File: src/rtl/fetch_pkg.sv
// Shared types and constants for the instruction fetch queue.
package fetch_pkg;

    localparam int unsigned LINE_BYTES  = 16;
    localparam int unsigned QUEUE_BYTES = 32;
    localparam int unsigned LINE_W      = 8 * LINE_BYTES;
    localparam int unsigned QUEUE_W     = 8 * QUEUE_BYTES;
    localparam int unsigned COUNT_W     = 6;

    localparam logic [31:0] RESET_EIP = 32'hFFFF_FFF0;
    localparam logic [15:0] RESET_CS  = 16'hF000;

    typedef enum logic [1:0] {
        ST_FETCH      = 2'd0,
        ST_WAIT_SPACE = 2'd1,
        ST_FLUSH      = 2'd2
    } state_e;

    function automatic logic [31:0] line_base(input logic [31:0] addr);
        return {addr[31:4], 4'h0};
    endfunction

endpackage

File: src/rtl/fetch_byte_align.sv
// Combinational byte shifter: drops consumed bytes from the queue head and
// inserts the useful part of a returned line at a byte position.
module fetch_byte_align
    import fetch_pkg::*;
(
    input  logic [QUEUE_W-1:0] queue,
    input  logic [3:0]         shift,
    input  logic [LINE_W-1:0]  line,
    input  logic [3:0]         drop,
    input  logic [COUNT_W-1:0] ins_pos,
    input  logic               ins_en,
    output logic [QUEUE_W-1:0] result_c
);

    logic [7:0] qb [QUEUE_BYTES];
    logic [7:0] lb [LINE_BYTES];
    logic [4:0] fill_len;

    assign fill_len = 5'(LINE_BYTES) - {1'b0, drop};

    always_comb begin
        for (int i = 0; i < QUEUE_BYTES; i++) qb[i] = queue[8*i +: 8];
    end

    always_comb begin
        for (int i = 0; i < LINE_BYTES; i++) lb[i] = line[8*i +: 8];
    end

    // Byte i takes queue byte i+shift, unless it lies in the insertion window.
    always_comb begin
        logic [COUNT_W-1:0] src;
        logic [COUNT_W-1:0] rel;
        logic [7:0]         b;
        result_c = '0;
        src      = '0;
        rel      = '0;
        b        = '0;
        for (int i = 0; i < QUEUE_BYTES; i++) begin
            src = COUNT_W'(i) + COUNT_W'(shift);
            b   = (src < COUNT_W'(QUEUE_BYTES)) ? qb[src[4:0]] : 8'h00;
            rel = COUNT_W'(i) - ins_pos;
            if (ins_en && (COUNT_W'(i) >= ins_pos) && (rel < COUNT_W'(fill_len)))
                b = lb[4'(rel) + drop];
            result_c[8*i +: 8] = b;
        end
    end

endmodule

File: src/rtl/fetch_queue.sv
// Instruction fetch stage and 32-byte queue feeding a 16-byte window to decode.
// Optional performance counters are enabled with `define FETCH_PERF_CNT_EN.
module fetch_queue
    import fetch_pkg::*;
(
    input  logic              clk,
    input  logic              reset,
    output logic              fetch_req,
    output logic [31:0]       fetch_addr,
    input  logic              icache_ready,
    input  logic [LINE_W-1:0] icache_data,
    input  logic              redirect_valid,
    input  logic [31:0]       redirect_eip,
    input  logic [15:0]       redirect_cs,
    output logic [LINE_W-1:0] IR,
    output logic [31:0]       EIP,
    output logic [15:0]       CS,
    output logic              ir_valid,
    input  logic              decode_ready,
    input  logic [3:0]        instr_length_updt
`ifdef FETCH_PERF_CNT_EN
    ,
    output logic [31:0]       stall_cycles,
    output logic [15:0]       flush_count
`endif
);

    state_e              state, state_next;
    logic [COUNT_W-1:0]  count, count_next, ins_pos, count_fill;
    logic [QUEUE_W-1:0]  queue, queue_next, aligned;
    logic [31:0]         pend_addr, pend_addr_next, fetch_addr_next, eip_next;
    logic [15:0]         cs_next;
    logic [3:0]          drop_offset, drop_next, len_eff;
    logic [4:0]          fill_len;
    logic                consume, accept, fill, space, outstanding;
    logic                fetch_req_next, ir_valid_next;

    assign consume     = ir_valid && decode_ready && (instr_length_updt != 4'd0);
    assign len_eff     = consume ? instr_length_updt : 4'd0;
    assign accept      = fetch_req && icache_ready;
    assign fill        = accept && (state == ST_FETCH);
    assign fill_len    = 5'(LINE_BYTES) - {1'b0, drop_offset};
    assign ins_pos     = count - COUNT_W'(len_eff);
    assign count_fill  = ins_pos + (fill ? COUNT_W'(fill_len) : COUNT_W'(0));
    assign space       = (count_fill + COUNT_W'(LINE_BYTES)) <= COUNT_W'(QUEUE_BYTES);
    assign outstanding = fetch_req && !icache_ready && (state != ST_WAIT_SPACE);

    fetch_byte_align u_align (
        .queue    (queue),
        .shift    (len_eff),
        .line     (icache_data),
        .drop     (drop_offset),
        .ins_pos  (ins_pos),
        .ins_en   (fill),
        .result_c (aligned)
    );

    // Next-state and datapath updates; redirect overrides consume and fill.
    always_comb begin
        state_next      = state;
        count_next      = count_fill;
        queue_next      = aligned;
        eip_next        = EIP + 32'(len_eff);
        cs_next         = CS;
        fetch_addr_next = fetch_addr;
        pend_addr_next  = pend_addr;
        drop_next       = drop_offset;

        case (state)
            ST_FETCH: begin
                if (fill) begin
                    fetch_addr_next = fetch_addr + 32'(LINE_BYTES);
                    drop_next       = 4'd0;
                    state_next      = space ? ST_FETCH : ST_WAIT_SPACE;
                end
            end
            ST_WAIT_SPACE: begin
                if (space) state_next = ST_FETCH;
            end
            ST_FLUSH: begin
                if (accept) begin
                    state_next      = ST_FETCH;
                    fetch_addr_next = pend_addr;
                end
            end
            default: state_next = ST_FETCH;
        endcase

        if (redirect_valid) begin
            count_next     = '0;
            queue_next     = '0;
            eip_next       = redirect_eip;
            cs_next        = redirect_cs;
            pend_addr_next = line_base(redirect_eip);
            drop_next      = redirect_eip[3:0];
            if (outstanding) begin
                // Old request is still on the bus; keep its address until it is taken.
                state_next      = ST_FLUSH;
                fetch_addr_next = fetch_addr;
            end else begin
                state_next      = ST_FETCH;
                fetch_addr_next = line_base(redirect_eip);
            end
        end

        fetch_req_next = (state_next != ST_WAIT_SPACE);
        ir_valid_next  = (count_next >= COUNT_W'(LINE_BYTES)) && (state_next != ST_FLUSH);
    end

    always_ff @(posedge clk or negedge reset) begin
        if (!reset) state <= ST_FETCH;
        else        state <= state_next;
    end

    always_ff @(posedge clk or negedge reset) begin
        if (!reset) begin
            count       <= '0;
            queue       <= '0;
            EIP         <= RESET_EIP;
            CS          <= RESET_CS;
            fetch_addr  <= RESET_EIP;
            pend_addr   <= RESET_EIP;
            drop_offset <= 4'd0;
            fetch_req   <= 1'b0;
            ir_valid    <= 1'b0;
        end else begin
            count       <= count_next;
            queue       <= queue_next;
            EIP         <= eip_next;
            CS          <= cs_next;
            fetch_addr  <= fetch_addr_next;
            pend_addr   <= pend_addr_next;
            drop_offset <= drop_next;
            fetch_req   <= fetch_req_next;
            ir_valid    <= ir_valid_next;
        end
    end

    assign IR = queue[LINE_W-1:0];

`ifdef FETCH_PERF_CNT_EN
    // Saturating counters of decode starvation and redirects.
    always_ff @(posedge clk or negedge reset) begin
        if (!reset) begin
            stall_cycles <= '0;
            flush_count  <= '0;
        end else begin
            if (decode_ready && !ir_valid && (stall_cycles != '1))
                stall_cycles <= stall_cycles + 32'd1;
            if (redirect_valid && (flush_count != '1))
                flush_count <= flush_count + 16'd1;
        end
    end
`endif

endmodule
File: config.mk
export PLATFORM = sky130hd
export DESIGN_NAME = fetch_queue
export DESIGN_NICKNAME = d
export VERILOG_FILES = /design/src/rtl/fetch_pkg.sv /design/src/rtl/fetch_byte_align.sv /design/src/rtl/fetch_queue.sv
export SDC_FILE = /design/constraint.sdc
export NUM_CORES = 2
export LEC_CHECK = 0
export CAP_MARGIN = 20
export CELL_PAD_IN_SITES_DETAIL_PLACEMENT = 0
export CELL_PAD_IN_SITES_GLOBAL_PLACEMENT = 1
export CORE_MARGIN = 2
export CORE_UTILIZATION = 35
export DETAILED_ROUTE_END_ITERATION = 8
export GPL_TIMING_DRIVEN = 0
export PLACE_DENSITY_LB_ADDON = 0.1
export SLEW_MARGIN = 20
export SYNTH_ARGS = -nofsm -noshare
export SYNTH_HDL_FRONTEND = slang
export SYNTH_SLANG_ARGS = --single-unit
File: constraint.sdc
create_clock -name clk -period 7.6 [get_ports clk]
set_input_delay 1.52 -clock clk [delete_from_list [all_inputs] [get_ports clk]]
set_output_delay 1.52 -clock clk [all_outputs]
set_load 0.01 [all_outputs]
After elaboration in Yosys (flattened, before gate mapping)
Cells that the tools add are included.
W data, S select, Z words.
{ "classes": {"reduce_logical": 79, "n_addsub": 101, "bitwise_logic": 64, "n_mux": 276, "n_eq_ne": 8, "n_lt_le_gt_ge": 162} }
{ "ops": {"columns": ["operator", "n"], "rows": [
  ["$mux W8", 192],
  ["$bmux W8 S5", 32],
  ["$bmux W8 S4", 32],
  ["$mux W256", 1],
  ["$ge A6 B6 Y1 const B", 32],
  ["$lt A6 B5 Y1", 32],
  ["$lt A6 B6 Y1 const B", 31],
  ["$not A5 Y6", 31],
  ["$ge A5 B5 Y1 const B", 32],
  ["$mux W32", 5],
  ["$not A4 Y5", 32],
  ["$add A4 B4 Y4", 32],
  ["$add A5 B4 Y6 const A", 16],
  ["$ge A5 B6 Y1 const A", 16],
  ["$sub A5 B6 Y6 const A", 16],
  ["$logic_and A1 B1 Y1", 71],
  ["$pmux W32 S2", 1],
  ["$ge A4 B6 Y1 const A", 8],
  ["$sub A4 B6 Y6 const A", 8],
  ["$add A4 B4 Y5 const A", 8],
  ["$add A32 B4 Y32", 1],
  ["$add A32 B5 Y32 const B", 1],
  ["$ge A3 B6 Y1 const A", 4],
  ["$sub A3 B6 Y6 const A", 4],
  ["other kinds (33)", 52]
]} }
{ "word_totals": {"inputBits": 185, "reg_bits": 378, "out_inout_bits": 210} }

Longest topological paths before layout
{ "depth": {"depth_word": 13, "ltp_mapped": 26, "ltp_nobuf": 17} }

By module
A second synthesis with hierarchy kept.
{ "hier_totals": {"hier_cells": 4442, "hier_area_um2": 45856.5} }
{ "by_module_without_submodules": {"columns": ["mod", "instances", "area_per_inst_um2", "cells_per_inst", "seq_area_each_um2"], "rows": [
  ["fetch_byte_align", 1, 30093.9, 3077, 0.0],
  ["fetch_queue", 1, 15762.6, 1365, 9469.1]
]} }

Worst setup path before layout
No wires, ideal clock.
{ "synth_path": {"kind": "input -> register", "from": "in instr_length_updt[0]", "to": "reg queue[101]", "cell_stages": 20, "required_time_ps": 7458, "slack_ps": 659, "arrival_ps": 6799, "path_cell_list": "buf_4 > and3_1 > buf_4 > buf_4 > buf_4 > buf_4 > buf_2 > buf_2 > ha_1 > fa_1 > clkbuf_1 > inv_1 > ha_1 > fa_1 > xor2_1 > clkbuf_1 > mux2_2 > or2_2 > a21oi_1 > a211oi_1"} }
{ "synth_between": {"elab_chain_len": 12, "word_cells_on_any_way": 23, "classes_between": "add/sub: 4; order compare: 3; mux: 10; bitwise: 2; reduce/logical: 4"} }
{ "synth_lines": {"columns": ["item", "line", "rtl"], "rows": [
  ["start: declaration", "fetch_queue.sv:20", "input logic [3:0] instr_length_updt"],
  ["$reduce_bool A4 Y1", "fetch_queue.sv:38", "assign consume = ir_valid && decode_ready && (instr_length_updt != 4'd0);"],
  ["$logic_and A1 B1 Y1", "fetch_queue.sv:38", null],
  ["$mux W4 *", "fetch_queue.sv:39", "assign len_eff = consume ? instr_length_updt : 4'd0;"],
  ["$sub A6 B4 Y6", "fetch_queue.sv:43", "assign ins_pos = count - COUNT_W'(len_eff);"],
  ["$sub A4 B6 Y6", "fetch_byte_align.sv:41", "rel = COUNT_W'(i) - ins_pos;"],
  ["$add A4 B4 Y4", "fetch_byte_align.sv:43", "b = lb[4'(rel) + drop];"],
  ["$not A4 Y5 (not written as such)", "fetch_byte_align.sv:43", null],
  ["$bmux W8 S4", "fetch_byte_align.sv:43", null],
  ["$mux W8 (not written as such) (2 in series)", "fetch_byte_align.sv:43", null],
  ["$mux W8 *", "fetch_byte_align.sv:42", "if (ins_en && (COUNT_W'(i) >= ins_pos) && (rel < COUNT_W'(fill_len)))"],
  ["$mux W256 *", "fetch_queue.sv:89", "if (redirect_valid) begin"],
  ["via queue_next[101]", "fetch_queue.sv:30", "logic [QUEUE_W-1:0] queue, queue_next, aligned;"],
  ["end signal: assignment", "fetch_queue.sv:128", "queue <= queue_next;"],
  ["end: declaration", "fetch_queue.sv:30", null]
]} }
Mark *: on every way through the listed nets, which the timed path passes. The rest lies on a longest branch. The select of a mux whose other input is x is not followed.
A chain may end at the register's enable or synchronous reset.

Worst setup path after layout
{ "layout_path": {"from": "in instr_length_updt[1]", "to": "reg queue[60]"} }
{ "layout_between": {"elab_chain_len": 12, "word_cells_on_any_way": 23, "classes_between": "add/sub: 4; order compare: 3; mux: 10; bitwise: 2; reduce/logical: 4"} }
{ "layout_lines": {"columns": ["item", "line"], "rows": [
  ["$reduce_bool A4 Y1", "fetch_queue.sv:38"],
  ["$logic_and A1 B1 Y1", "fetch_queue.sv:38"],
  ["$mux W4 *", "fetch_queue.sv:39"],
  ["$sub A6 B4 Y6", "fetch_queue.sv:43"],
  ["$sub A3 B6 Y6", "fetch_byte_align.sv:41"],
  ["$add A4 B4 Y4", "fetch_byte_align.sv:43"],
  ["$not A4 Y5 (not written as such)", "fetch_byte_align.sv:43"],
  ["$bmux W8 S4", "fetch_byte_align.sv:43"],
  ["$mux W8 (not written as such) (2 in series)", "fetch_byte_align.sv:43"],
  ["$mux W8 *", "fetch_byte_align.sv:42"],
  ["$mux W256 *", "fetch_queue.sv:89"],
  ["via queue_next[60]", "fetch_queue.sv:30"]
]} }
Marked as above.

==> results.tsv <==
stage	metric	value	unit
outcome	outcome	finished, violations left	
outcome	violations	negative setup slack	
detailed_routing	ant_nets	0	
floorplanning	die_height	356.0	um
detailed_routing	wl	308.2	mm
synthesis	synthFlopType	dfrtp_1	
detailed_routing	top_layer	met5	
finish	area_delta_synth_final	21.52	%
detailed_routing	post_drt_wl_per_cell	47.53	um
synthesis	synthCells	4299	
synthesis	synth_area	43350	um2
synthesis	synthArstFlopShare	100.0	%
detailed_routing	first_pass_iters	7	
timing	finalCriticalPeriod	7.645	ns
global_routing	grt_pass1_wl	402.7	mm
global_routing	first_global_vias	43525	
timing	setup_viol	6	
hold_path	hp-start	pend_addr[25]$_DFFE_PN1P_	
detailed_routing	first_iter_violations	6835	
flow_run	max_cap_violations	0	
synthesis	ys_types	83	
timing	slew_headroom	9.167	%
floorplanning	start_util	35.16	%
finish	nets	5096	
hold_path	hp-class	flop to flop	
detailed_routing	vias_per_cell	7.120	
cts	cts_tree	yes	
worst_setup_path	path_cells	clkdlybuf4s50_1 > nand3_2 > clkinvlp_4 > buf_2 > buf_4 > fa_2 > nand2b_1 > a21oi_1 > xnor2_2 > clkinv_2 > clkdlybuf4s18_2 > ha_2 > xor2_1 > xnor2_1 > o22ai_1 > a32oi_1 > a2111o_1 > clkbuf_1 > a21oi_2	
detailed_routing	wl_met2	127.2	mm
global_routing	grt_overflow	0	
cts	cts_made_buffers	52	
synthesis	synth.avg_cell_area	10.08	um2
worst_setup_path	path_class	input pin to flop	
timing	worst_hold_slack	0.4703	ns
detailed_routing	via_count	46168	
timing	clock.fmax	130.8	MHz
worst_setup_path	crit_family	buffers and inverters	
worst_setup_path	worstPathBufferInverterCount	7	
worst_setup_path	critPathArrivalTime	8.17	ns
cts	clock_sinks	374	
synthesis	ys_seq_area_share	21.84	%
timing	worst_slack	-0.04519	ns
worst_setup_path	crit_slowest_cell	a21oi_2	
timing	slew_viol_final	0	
worst_setup_path	start_kind	input pin	
timing	skew	0.07670	ns
worst_setup_path	slowest_delay	0.65	ns
finish	drive_above_1_share	25.04	%
global_routing	grt_usage	47.38	%
floorplanning	num_rows	129	
place	gp_congestion	1.168	
worst_setup_path	critPathCaptureType	flop	
floorplanning	die_w	356.0	um
synthesis	yosys_register_bits	374	
worst_setup_path	critPathLaunch	instr_length_updt[1]	
timing	period_share	100.6	%
timing	rsz0062_at_grt	no	
cts	clk_pin_slew	0.06	ns
detailed_routing	drc	0	
worst_setup_path	cp_max_fo	14	
timing	tightest_slew	1.325	ns
floorplanning	die_area	126700	um2
place	port-buffer-count	388	
detailed_routing	wl_met3	41.66	mm
place	dp_hpwl	253.0	mm
detailed_routing	wl_met1	111.1	mm
synthesis	synth_edf_count	0	
cts	max-clock-path-buffers	3	
cts	root_buffer	clkbuf_16	
synthesis	yosys_warnings	0	
place	place_ws	-3.321	ns
floorplanning	num_io_pins	395	
cts	htreeDepth	2	
timing	timing.final.hold_violations	0	
global_routing	grt_max_degree	85	
cts	clock_latency	0.71	ns
worst_setup_path	required	8.13	ns
worst_setup_path	worstReg2RegStart	ir_valid$_DFF_PN0_	
global_routing	antenna_found_initial	29	
floorplanning	fp.coreArea	123300	um2
==> cells in the mapped netlist, types with 9 or more instances <==
| cell type | n | share of area [%] |
|---|---|---|
| mux2i_1 | 562 | 13 |
| mux4_2 | 401 | 21 |
| nand2_1 | 383 | 3.3 |
| dfrtp_1 | 286 | 17 |
| o21ai_0 | 219 | 2.5 |
| clkbuf_1 | 200 | 1.7 |
| nor2_1 | 179 | 1.5 |
| a21oi_1 | 171 | 2.0 |
| buf_4 | 171 | 3.0 |
| mux2_2 | 140 | 3.6 |
| ha_1 | 127 | 3.7 |
| inv_1 | 106 | 0.92 |
| dfstp_2 | 88 | 5.3 |
| o22ai_1 | 85 | 1.2 |
| a211oi_1 | 82 | 1.4 |
| a221o_1 | 80 | 1.8 |
| a22o_1 | 79 | 1.6 |
| buf_2 | 67 | 0.77 |
| nor3_1 | 67 | 0.77 |
| nand3_1 | 63 | 0.73 |
| xnor2_1 | 55 | 1.1 |
| a21o_1 | 54 | 0.94 |
| a22oi_1 | 52 | 0.90 |
| o2bb2ai_1 | 47 | 0.95 |
| buf_1 | 41 | 0.35 |
| nor2b_1 | 34 | 0.49 |
| xor2_1 | 34 | 0.69 |
| a31oi_1 | 32 | 0.46 |
| a31o_2 | 30 | 0.61 |
| and3_1 | 27 | 0.39 |
| a32o_1 | 22 | 0.51 |
| a221oi_1 | 20 | 0.40 |
| and2_1 | 19 | 0.27 |
| a32oi_1 | 17 | 0.34 |
| nand2b_1 | 17 | 0.25 |
| nand4_1 | 16 | 0.23 |
| nor4_1 | 15 | 0.22 |
| a21boi_0 | 14 | 0.24 |
| a211o_1 | 13 | 0.26 |
| o31a_1 | 13 | 0.26 |
| or2_2 | 11 | 0.16 |
| o211ai_1 | 10 | 0.17 |
| o21a_1 | 10 | 0.17 |
| xnor2_2 | 10 | 0.38 |
| a311oi_1 | 9 | 0.18 |
==> sequential cells by signal, summed over array words and instances (netlist names) <==
signal / flops
queue: 256
EIP: 32
fetch_addr: 28
pend_addr: 28
CS: 16
count: 6
drop_offset: 4
state: 2
fetch_req: 1
ir_valid: 1
==> path summary, 6_finish.rpt <==
| path | endpoint | slack (ns) | cells after the start |
|---|---|---|---|
| setup / recovery | queue[60]$_DFF_PN0_ | -0.05 | 19 |
| hold / removal | pend_addr[25]$_DFFE_PN1P_ | 0.47 | 2 |
| setup reg to reg | queue[60]$_DFF_PN0_ | 0.16 | 21 |
| hold reg to reg | pend_addr[25]$_DFFE_PN1P_ | 0.47 | 2 |
| max in group asynchronous | CS[13]$_DFFE_PN1P_ | 5.42 | 3 |
| min in group asynchronous | queue[53]$_DFF_PN0_ | 0.81 | 1 |
==> cells in the final DEF (no fill, tap or decap), drive strengths merged, types with 19 or more instances in the layout <==
master,instances
a22oi,52
a31o,30
nor2b,34
diode,27
mux2,141
nand3,64
o2bb2ai,47
xnor2,67
ha,127
o22ai,85
buf,322
and3,27
a221o,80
mux2i,562
xor2,34
a21o,54
nor2,180
a211oi,82
a32o,22
dfstp,88
inv,112
mux4,401
nand2,383
a221oi,21
o21ai,221
clkbuf,261
and2,20
clkinv,19
nor3,68
a21oi,173
clkdlybuf4s50,386
dfrtp,286
a22o,79
a31oi,32
==> worst register-to-register path, delay by kind of cell, from the launching register on <==
family	cells	cell delay, ns
adder cells (fa/ha/maj)	3	1.02
XOR/XNOR	3	0.66
AND/OR/NAND/NOR	2	0.40
buffers and inverters	8	2.56
flip-flops	1	1.00
AO/OA/AOI/OAI	5	1.62
==> per-stage QoR <==
stage | TNS (ns) | instance area, um2 | utilization, % | std cells
after CTS | -0.003587 | 52290 | 42.40 | 6441
after detailed placement | -680.85 | 49710 | 40.31 | 6341
after global routing | 0 | 52640 | 42.69 | 6465
final | -0.1027 | 52680 | 42.72 | 6484
after global placement | -5234.77 | 49300 | 39.98 | 6327
after floorplan | 0 | 43370 | - | 4302
==> cell families after synthesis <==
logic type	share of synthesized area, %
AO/OA/AOI/OAI	18.40
adder cells (fa/ha/maj)	4.035
flip-flops	21.84
AND/OR/NAND/NOR	8.990
buffers and inverters	6.898
XOR/XNOR	2.361
other	0.008650
multiplexers	37.47
==> layer usage <==
layer | GRT usage, % | vias up
met4 | 33.66 | 20
met2 | 67.99 | 3877
met1 | 55.50 | 23442
met3 | 21.78 | 1102
li1 | - | 17727
met5 | 2.981 | -
==> layout make-up <==
class                   count  area [um2]
well taps                1637        2048
clock inverters            31       435.4
multi-input cells        3334       31720
clock buffers              67        1479
repair buffers            428        4372
flip-flops and latches    374        9469
diodes                     27       67.56
fillers                 12105       70630
inverters                 111       439.2
plain buffers             475        2650
==> repair_timing <==
action,4_1_cts,5_1_grt
buffers inserted,8,17
pin swaps,4,4
hold endpoints to repair,0,0
setup endpoints to repair,258,208
gates resized for setup,137,43
hold buffers,0,0
Power is left out: the tool's default activity adds up to more than one toggle a clock period on the data nets, which glitch-free logic cannot reach.
